--- config.mk ---
export PLATFORM = sky130hd
export DESIGN_NAME = control_unit
export DESIGN_NICKNAME = d
export VERILOG_FILES = /design/src/rtl/control_unit_pkg.sv /design/src/rtl/control_unit.sv
export SDC_FILE = /design/constraint.sdc
export NUM_CORES = 1
export LEC_CHECK = 0
export ABC_CLOCK_PERIOD_IN_PS = 1500
export BUFFER_PORTS_ARGS = -buffer_cell sky130_fd_sc_hd__buf_2
export CORE_UTILIZATION = 45
export CTS_CLUSTER_SIZE = 14
export DETAILED_ROUTE_END_ITERATION = 10
export PLACE_DENSITY = 0.83
export SLEW_MARGIN = 20
export SYNTH_ARGS = -nofsm -noshare
export SYNTH_HDL_FRONTEND = slang
export SYNTH_SLANG_ARGS = --single-unit
--- constraint.sdc ---
create_clock -name clk -period 1.5 [get_ports clk]
set_clock_uncertainty 0.2 [all_clocks]
set_input_delay 0 -clock clk [delete_from_list [all_inputs] [get_ports clk]]
set_output_delay 0 -clock clk [all_outputs]
set_load 0.02 [all_outputs]
--- src/rtl/control_unit_pkg.sv ---
// Shared encodings for the simple CPU: opcodes, controller states, bus selects, ALU codes.
package control_unit_pkg;

    localparam logic [3:0] OP_NOP = 4'b0000;
    localparam logic [3:0] OP_ADD = 4'b0001;
    localparam logic [3:0] OP_SUB = 4'b0010;
    localparam logic [3:0] OP_AND = 4'b0011;
    localparam logic [3:0] OP_NOT = 4'b0100;
    localparam logic [3:0] OP_RD  = 4'b0101;
    localparam logic [3:0] OP_WR  = 4'b0110;
    localparam logic [3:0] OP_BR  = 4'b0111;
    localparam logic [3:0] OP_BRZ = 4'b1000;

    localparam logic [3:0] ALU_NOP = 4'b0000;
    localparam logic [3:0] ALU_NOT = 4'b0100;

    localparam logic [2:0] BUS1_PC = 3'd4;

    localparam logic [1:0] BUS2_ALU = 2'd0;
    localparam logic [1:0] BUS2_B1  = 2'd1;
    localparam logic [1:0] BUS2_MEM = 2'd2;

    typedef enum logic [3:0] {
        S_IDLE, S_FET1, S_FET2, S_DEC, S_EX1,
        S_RD1, S_RD2, S_WR1, S_WR2, S_BR1, S_BR2, S_HALT
    } state_t;

    function automatic logic [3:0] reg_onehot(input logic [1:0] idx);
        return 4'b0001 << idx;
    endfunction

endpackage

--- src/rtl/control_unit.sv ---
// Microsequencer for the simple CPU: registered state, combinational strobes
// decoded from state and the instruction register fields.
module control_unit
    import control_unit_pkg::*;
#(
    parameter int word_size = 8
) (
    input  logic                 clk,
    input  logic                 rst,
    input  logic [word_size-1:0] instruction,
    input  logic                 zero,
    output logic [3:0]           load_R,
    output logic                 load_PC,
    output logic                 inc_PC,
    output logic                 load_IR,
    output logic                 load_Add_R,
    output logic                 load_Reg_Y,
    output logic                 load_Reg_Z,
    output logic                 write,
    output logic [2:0]           sel_bus_1_mux,
    output logic [1:0]           sel_bus_2_mux,
    output logic [3:0]           alu_sel,
    output logic                 halted
);

    state_t     state;
    logic [3:0] opcode;
    logic [1:0] src;
    logic [1:0] dest;

    assign opcode = instruction[7:4];
    assign src    = instruction[3:2];
    assign dest   = instruction[1:0];

    always_ff @(posedge clk) begin
        if (rst) begin
            state <= S_IDLE;
        end else begin
            case (state)
                S_IDLE: state <= S_FET1;
                S_FET1: state <= S_FET2;
                S_FET2: state <= S_DEC;
                S_DEC: begin
                    case (opcode)
                        OP_NOP, OP_NOT:         state <= S_FET1;
                        OP_ADD, OP_SUB, OP_AND: state <= S_EX1;
                        OP_RD:                  state <= S_RD1;
                        OP_WR:                  state <= S_WR1;
                        OP_BR:                  state <= S_BR1;
                        OP_BRZ:                 state <= zero ? S_BR1 : S_FET1;
                        default:                state <= S_HALT;
                    endcase
                end
                S_EX1:  state <= S_FET1;
                S_RD1:  state <= S_RD2;
                S_RD2:  state <= S_FET1;
                S_WR1:  state <= S_WR2;
                S_WR2:  state <= S_FET1;
                S_BR1:  state <= S_BR2;
                S_BR2:  state <= S_FET1;
                S_HALT: state <= S_HALT;
                default: state <= S_IDLE;
            endcase
        end
    end

    // Strobes are gated by rst so nothing fires during the reset cycle.
    always_comb begin
        load_R        = 4'b0000;
        load_PC       = 1'b0;
        inc_PC        = 1'b0;
        load_IR       = 1'b0;
        load_Add_R    = 1'b0;
        load_Reg_Y    = 1'b0;
        load_Reg_Z    = 1'b0;
        write         = 1'b0;
        sel_bus_1_mux = 3'd0;
        sel_bus_2_mux = BUS2_ALU;
        alu_sel       = ALU_NOP;
        halted        = 1'b0;
        if (!rst) begin
            case (state)
                S_FET1: begin
                    sel_bus_1_mux = BUS1_PC;
                    sel_bus_2_mux = BUS2_B1;
                    load_Add_R    = 1'b1;
                end
                S_FET2: begin
                    sel_bus_2_mux = BUS2_MEM;
                    load_IR       = 1'b1;
                    inc_PC        = 1'b1;
                end
                S_DEC: begin
                    case (opcode)
                        OP_ADD, OP_SUB, OP_AND: begin
                            sel_bus_1_mux = {1'b0, src};
                            sel_bus_2_mux = BUS2_B1;
                            load_Reg_Y    = 1'b1;
                        end
                        OP_NOT: begin
                            alu_sel       = ALU_NOT;
                            sel_bus_1_mux = {1'b0, src};
                            sel_bus_2_mux = BUS2_ALU;
                            load_R        = reg_onehot(dest);
                            load_Reg_Z    = 1'b1;
                        end
                        OP_RD, OP_WR, OP_BR: begin
                            sel_bus_1_mux = BUS1_PC;
                            sel_bus_2_mux = BUS2_B1;
                            load_Add_R    = 1'b1;
                        end
                        OP_BRZ: begin
                            if (zero) begin
                                sel_bus_1_mux = BUS1_PC;
                                sel_bus_2_mux = BUS2_B1;
                                load_Add_R    = 1'b1;
                            end else begin
                                inc_PC = 1'b1;
                            end
                        end
                        default: ;
                    endcase
                end
                S_EX1: begin
                    alu_sel       = opcode;
                    sel_bus_1_mux = {1'b0, dest};
                    sel_bus_2_mux = BUS2_ALU;
                    load_R        = reg_onehot(dest);
                    load_Reg_Z    = 1'b1;
                end
                S_RD1, S_WR1: begin
                    sel_bus_2_mux = BUS2_MEM;
                    load_Add_R    = 1'b1;
                    inc_PC        = 1'b1;
                end
                S_RD2: begin
                    sel_bus_2_mux = BUS2_MEM;
                    load_R        = reg_onehot(dest);
                end
                S_WR2: begin
                    sel_bus_1_mux = {1'b0, src};
                    write         = 1'b1;
                end
                S_BR1: begin
                    sel_bus_2_mux = BUS2_MEM;
                    load_Add_R    = 1'b1;
                end
                S_BR2: begin
                    sel_bus_2_mux = BUS2_MEM;
                    load_PC       = 1'b1;
                end
                S_HALT: halted = 1'b1;
                default: ;
            endcase
        end
    end

endmodule

==> flow_metrics.env, run 1 <==
export IMPL_final_util_pct=83.2
export IMPL_die_h_um=45.0
export IMPL_grt_usage_pct=31.8
export IMPL_avgSynthCellArea_um2=7.76
export IMPL_cp_cell_sequence="or4b_4 -> o31a_1 -> a21oi_2 -> buf_4"
export IMPL_synth_edf_count=0
export IMPL_drive_above_1_share_pct=67.9
export IMPL_syn_to_final_growth_pct=72.9
export IMPL_io_buffer_count=31
export IMPL_synth_cell_area_um2=831
export IMPL_antenna_found_initial=0
export IMPL_synth_seq_area_share_pct=9.64
export IMPL_ant_nets=0
export IMPL_worst_path_largest_cell_delay_ns=0.56
export IMPL_ctsRootBufferMaster="clkbuf_4"
export IMPL_cts_buffer_depth=2
export IMPL_muxShareOfSynthArea_pct=1.20
export IMPL_finalPower_mw=0.631
export IMPL_fin_setup_tns_ns=-5.04
export IMPL_critPathCaptureType="output port"
export IMPL_syn_num_nets=118
export IMPL_synth_simple_gate_area_share_pct=45.5
export IMPL_worst_r2r_cell_count=6
export IMPL_clkSinkCount=4
export IMPL_post_route_worst_setup_slack_ns=-0.316
export IMPL_path_class="reg2out"
export IMPL_slew_headroom_pct=68.5
export IMPL_finalMaxSlewViolations=0
export IMPL_max_freq_mhz=551
export IMPL_fin_crit_sh_pct=121
export IMPL_place_worst_setup_slack_ns=-0.101
export IMPL_synthArstFlopShare_pct=0
export IMPL_synth_cell_types=46
export IMPL_status="complete, but fails checks"
export IMPL_p_per_area_nw_per_um2=439
export IMPL_gp_congestion=0.816
export IMPL_finalWirelength_um=3310
export IMPL_cp_required_ns=1.30
export IMPL_min_from="instruction[7]"
export IMPL_rsz0062_at_grt="true"
export IMPL_drv_cap=0
export IMPL_worstSkewPairLatency_ns=0.24
export IMPL_synthesis_instances=107
export IMPL_r2r_start="state[2]"
export IMPL_vias=1127
export IMPL_synth_top_family_by_area="simple AND/OR/NAND/NOR gates"
export IMPL_reg2reg_slack_ns=-0.11
export IMPL_cts_made_buffers=3
export IMPL_largest_reg_flops=4
export IMPL_crit_arrival_ns=1.62
export IMPL_hold_path_class="in2reg"
export IMPL_dp_hpwl_um=1780
export IMPL_cts_htree_levels=1
export IMPL_ys_seq_elements=4
export IMPL_reg_top3="state x4"
export IMPL_post_drt_wl_per_cell_um=18.3
export IMPL_hold_viol=0
export IMPL_core_um2=1730
export IMPL_fin_area_um2=1440
export IMPL_final_net_count=169
export IMPL_start_util_pct=48.1
export IMPL_fin_crit_ns=1.82
export IMPL_power_leakage_nw=0.563
export IMPL_yosysWarnings=0
export IMPL_drtIter0Drc=39
export IMPL_cts_tree="done"
export IMPL_die_w_um=45.0
export IMPL_ir_worst_vdd_mv=0.705
export IMPL_io_pins=32
export IMPL_yosys_area_share_xor_xnor_pct=1.05
export IMPL_synth_main_ff_cell="dfxtp_1"
export IMPL_rows=15
export IMPL_top_register="state"
export IMPL_antenna_cells=0
export IMPL_drc_errors=0
export IMPL_critPathMaxFanout=6
export IMPL_fp_dieArea_um2=2020
export IMPL_setup_violations=24
export IMPL_vias_per_cell=6.23
export IMPL_drt_pass1_iter_count=4
export IMPL_violations="negative setup slack"
export IMPL_worst_pin_slew_ns=0.466
export IMPL_grt_max_degree=14
export IMPL_start_kind="register"
export IMPL_crit_slowest_cell="or4b_4"
export IMPL_grt_pass1_wl_um=4620
export IMPL_clkSlewWorstSetupHoldPaths_ns=0.04
export IMPL_place_area_um2=1070
export IMPL_synth_compound_area_share_pct=30.3
export IMPL_rr_endpoint="state[1]"
export IMPL_min_path_cells=4
export IMPL_grt_overflow=0
export IMPL_synthAdderAreaFrac_pct=0
export IMPL_grt_pass1_vias=925
export IMPL_worst_hold_path_endpoint="state[2]"
==> how the worst max path moves through the flow <==
stage / startpoint / to / slack [ns] / depth (start not counted)
after detailed placement: state[0] / load_R[1] / -0.10 / 4
after floorplan: state[2] / load_R[0] / -0.08 / 3
after CTS: state[2] / sel_bus_1_mux[1] / -0.27 / 4
final: state[2] / sel_bus_1_mux[1] / -0.32 / 4
after global routing: state[2] / load_R[0] / -0.35 / 4
after global placement: state[0] / load_R[0] / -0.08 / 4
==> report_power, final <==
part	switching [mW]	internal (mW)
combinational	0.205	0.159
sequential	0.0171	0.114
clock	0.0464	0.0896
total	0.268	0.362
==> cells in the mapped netlist (3+ instances only) <==
master | instances | share of area, %
a211oi_1 | 4 | 3.6
a21oi_1 | 13 | 7.8
and2_1 | 3 | 2.3
and3b_1 | 4 | 4.2
buf_2 | 4 | 2.4
buf_4 | 3 | 2.7
buf_6 | 4 | 5.4
dfxtp_1 | 4 | 9.6
inv_1 | 3 | 1.4
nand2_1 | 4 | 1.8
nand2b_1 | 5 | 3.8
nor2_1 | 7 | 3.2
nor3_1 | 3 | 1.8
nor4_1 | 3 | 2.3
o21ai_0 | 3 | 1.8
==> cell usage in the layout, fill, tap and decap left out, types with 2 or more instances in the layout <==
cell type  synthesis  layout
inv_1              3       3
nor2_4             1       3
a21oi_1           13       5
nand2_2            1       2
o2111ai_1          2       2
nand2b_4           0       2
nand3_1            2       2
a21o_1             2       2
nand2_1            4       3
nand2b_1           5       3
nor3b_1            2       2
o21ai_0            3       3
o21ba_2            2       2
buf_6              4      11
dfxtp_4            0       4
a2111oi_4          0       2
nor4_2             1       3
a21oi_2            0       6
a21oi_4            0       2
nor2_1             7       6
buf_4              3      35
nor3_2             0       3
a211oi_2           0       3
or4b_4             2       2
and2_4             0       3
clkbuf_4           0       3
nor2b_1            2       2
and3b_1            4       4
buf_2              4      11
==> metal layers <==
metal | routed length (µm) | track usage, % | part of all wire (%) | vias up
li1 | - | - | - | 504
met1 | 1410 | 42.9 | 42 | 546
met2 | 1570 | 49.9 | 47 | 67
met3 | 239 | 8.40 | 7.2 | 10
met4 | 95 | 9.09 | 2.9 | 0
met5 | 0 | 0 | 0 | -
==> per-stage QoR <==
step           instances  hold WS (ns)
2_1_floorplan        107        -0.155
3_3_place_gp         166         0.118
3_5_place_dp         166         0.132
4_1_cts              178        0.0135
5_1_grt              181         0.123
6_report             181         0.116
==> what timing repair did <==
item / CTS / global route
pin swaps: 10 / 8
hold buffers: 1 / 0
gates cloned: 1 / 0
gates resized for setup: 42 / 27
setup buffers: 7 / 4
setup endpoints to repair: 22 / 23
hold endpoints to repair: 2 / 0
==> layout make-up <==
| type | count | area [µm²] |
|---|---|---|
| sequential | 4 | 95.1 |
| inverter | 3 | 11.3 |
| fill | 92 | 290 |
| timing repair buffer | 58 | 452 |
| multi-input combinational | 88 | 825 |
| clock buffer | 3 | 22.5 |
| tap | 25 | 31.3 |
==> cell families (layout without fill, tap and decap cells) <==
family	after synthesis	count (layout)
XOR/XNOR	1	1
AO/OA/AOI/OAI	35	35
multiplexers	1	1
buffers and inverters	15	64
AND/OR/NAND/NOR	51	51
flip-flops	4	4
==> worst max-delay path: cells and delay by family, from the launching register on <==
| family | cells | cell delay (ns) |
|---|---|---|
| AOI/OAI and AO/OA | 2 | 0.29 |
| and+or+nand+nor | 1 | 0.56 |
| buffers and inverters | 1 | 0.15 |
| DFF | 1 | 0.37 |
Note: power is estimated with default switching activity, not from simulation.
==> run 2, diff against run 1 <==
- ABC_AREA: default -> 1
- CORE_UTILIZATION: 45 -> 43
- HOLD_SLACK_MARGIN: default -> 0.12
- PLACE_DENSITY: 0.83 -> 0.87
==> run 2 against run 1 <==
  * The flow still finishes with violations (negative setup slack)
  * Register-to-register slack gained 0.05 ns
  * Sequential share of layout area grew 1.5 points
  * Cell area shrank 25%
  * Highest routed layer unchanged
==> flow_metrics.env, run 2 <==
export IMPL_cts_htree_levels=1
export IMPL_drtIter0Drc=107
export IMPL_ant_nets=0
export IMPL_drive_above_1_share_pct=50.6
export IMPL_p_comb_share_pct=50.7
export IMPL_ir_worst_vdd_mv=0.386
export IMPL_synth_most_common_cell="nand2_1"
export IMPL_grt_pass1_vias=873
export IMPL_hold_path_class="in2reg"
export IMPL_die_w_um=38.7
export IMPL_cts_tree="done"
export IMPL_antenna_cells=0
export IMPL_grtUsageMet2_pct=62.9
export IMPL_grt_overflow=0
export IMPL_core_um2=1170
export IMPL_gp_congestion=0.839
export IMPL_vias_per_cell=6.05
export IMPL_pwr_share_clk_pct=25.8
export IMPL_final_util_pct=92.3
export IMPL_yosys_area_top_type_share_pct=18.2
export IMPL_worstSkewPairLatency_ns=0.24
export IMPL_reg_top3="state x4"
export IMPL_post_drt_wl_per_cell_um=16.6
export IMPL_p_per_area_nw_per_um2=498
export IMPL_start_util_pct=49.4
export IMPL_cell_internal_pwr_mw=0.312
export IMPL_synth_main_ff_cell="dfxtp_1"
export IMPL_io_buffer_count=31
export IMPL_path_class="reg2out"
export IMPL_critPathCaptureType="output port"
export IMPL_grt_pass1_wl_um=3760
export IMPL_grt_max_degree=20
export IMPL_clkSinkCount=4
export IMPL_start_kind="register"
export IMPL_ctsRootBufferMaster="clkbuf_4"
export IMPL_largest_reg_flops=4
export IMPL_clkSlewWorstSetupHoldPaths_ns=0.04
export IMPL_place_area_um2=769
export IMPL_yosysWarnings=0
export IMPL_rows=12
export IMPL_cp_required_ns=1.30
export IMPL_power_switching_mw=0.226
export IMPL_synth_edf_count=0
export IMPL_crit_arrival_ns=1.48
export IMPL_muxShareOfSynthArea_pct=0
export IMPL_ys_seq_elements=4
export IMPL_io_pins=32
export IMPL_synthAdderAreaFrac_pct=0
export IMPL_cts_buffer_depth=2
export IMPL_synthesis_instances=112
export IMPL_status="complete, but fails checks"
export IMPL_met1_usage_pct=43.3
export IMPL_fin_crit_sh_pct=112
export IMPL_dp_hpwl_um=1390
export IMPL_finalWirelength_um=2910
export IMPL_antenna_found_initial=0
export IMPL_fin_crit_ns=1.68
export IMPL_violations="negative setup slack"
export IMPL_yosys_area_share_xor_xnor_pct=0
export IMPL_seqPwrFrac_pct=23.5
export IMPL_layout_common_cells="nand2_1 (21), buf_2 (18), buf_4 (18), inv_1 (10), a21oi_1 (10)"
export IMPL_synth_seq_area_share_pct=13.9
export IMPL_vias=1065
export IMPL_fin_area_um2=1080
export IMPL_hold_viol=0
export IMPL_finalMaxSlewViolations=0
export IMPL_critPathMaxFanout=4
export IMPL_post_route_worst_setup_slack_ns=-0.177
export IMPL_rsz0062_at_grt="true"
export IMPL_syn_to_final_growth_pct=87.0
export IMPL_top_register="state"
export IMPL_synth_area_leaders="nand2_1 (18%), dfxtp_1 (14%), nor3_1 (11%)"
export IMPL_synth_cell_area_um2=578
export IMPL_swShare_pct=42.1
export IMPL_holdWs_ns=0.158
export IMPL_final_net_count=175
export IMPL_worst_pin_slew_ns=0.360
export IMPL_synth_top_family_by_area="simple AND/OR/NAND/NOR gates"
export IMPL_drv_cap=0
export IMPL_avgSynthCellArea_um2=5.16
export IMPL_ys_top_cells_by_count="nand2_1 (28), inv_1 (17), nor3_1 (13)"
export IMPL_synthArstFlopShare_pct=0
export IMPL_max_freq_mhz=596
export IMPL_slew_headroom_pct=76.0
export IMPL_cts_made_buffers=3
export IMPL_grt_usage_pct=36.0
export IMPL_yosys_area_top_type="nand2_1"
export IMPL_setup_violations=17
export IMPL_power_leakage_nw=0.514
export IMPL_layout_commonest_cell="nand2_1"
export IMPL_grt_use_met3_pct=4.62
export IMPL_top_usage_layer="met2"
export IMPL_die_h_um=38.7
export IMPL_synth_simple_gate_area_share_pct=51.7
export IMPL_syn_num_nets=123
export IMPL_synth_cell_types=21
export IMPL_drc_errors=0
export IMPL_drt_pass1_iter_count=4
export IMPL_fp_dieArea_um2=1490
export IMPL_synth_compound_area_share_pct=18.8
-- run 2: cell types whose count changed after synthesis, moves of 5 or more --
| cell | before | now |
|---|---|---|
| nand2_1 | 4 | 28 |
| inv_1 | 3 | 17 |
| nor3_1 | 3 | 13 |
| nand3_1 | 2 | 9 |
| nand2b_1 | 5 | 0 |
-- run 2: worst paths after layout --
kind | to | depth (start not counted) | startpoint | slack, ns
hold / removal | state[3] | 6 | instruction[4] | 0.16
setup / recovery | sel_bus_1_mux[0] | 6 | state[0] | -0.18
setup reg to reg | state[0] | 7 | state[0] | -0.06
hold reg to reg | state[1] | 3 | state[3] | 0.51
-- run 2: cell families (layout without fill, tap and decap cells) --
logic type / count (synthesis) / after routing
flip-flops: 4 / 4
buffers and inverters: 22 / 72
AO/OA/AOI/OAI: 19 / 19
AND/OR/NAND/NOR: 67 / 67
-- run 2: power groups by stage --
stage | registers, mW | logic (mW) | clock network [mW]
detailed placement | 0.123 | 0.183 | 0
global route | 0.126 | 0.286 | 0.149
global placement | 0.123 | 0.179 | 0
CTS | 0.124 | 0.236 | 0.133
finish | 0.127 | 0.273 | 0.139
floorplan | 0.125 | 0.116 | 0
-- run 2: what timing repair did --
| action | 4_1_cts | 5_1_grt |
|---|---|---|
| cloned | 0 | 0 |
| buffers inserted | 4 | 1 |
| resized for setup | 35 | 22 |
| hold buffers | 9 | 0 |
| hold endpoints to repair | 6 | 0 |
| pin swaps | 13 | 5 |
| setup endpoints to repair | 18 | 19 |
-- run 2: per-stage QoR --
| stage | cells | setup WS (ns) | setup TNS, ns | power, mW |
|---|---|---|---|---|
| after CTS | 175 | -0.0767 | -0.580 | 0.493 |
| after global placement | 159 | 0.0856 | 0 | 0.302 |
| after floorplan | 112 | 0.0104 | 0 | 0.242 |
| final | 176 | -0.177 | -1.83 | 0.538 |
| after global routing | 176 | -0.189 | -2.30 | 0.560 |
| after detailed placement | 159 | 0.0615 | 0 | 0.306 |
-- run 2: cell type report --
type                            instances  area [µm²]
Multi-Input combinational cell         86         503
Timing Repair Buffer                   50         372
Fill cell                              46        90.1
Sequential cell                         4        87.6
Inverter                               19        78.8
Clock buffer                            3        22.5
Tap cell                               14        17.5
-- run 2: routing by layer --
layer  share of wire, %  vias to the layer above
met5                  0                        -
met3                8.1                       15
li1                   -                      475
met2                 47                       78
met1                 41                      497
met4                3.9                        0
-- run 2: critical path, stage by stage, from the launching register on --
cell	delay (ns)
dfxtp_2	0.37
nand2_2	0.11
nor2_4	0.22
buf_6	0.13
nand3_2	0.08
a21oi_2	0.18
buf_6	0.14
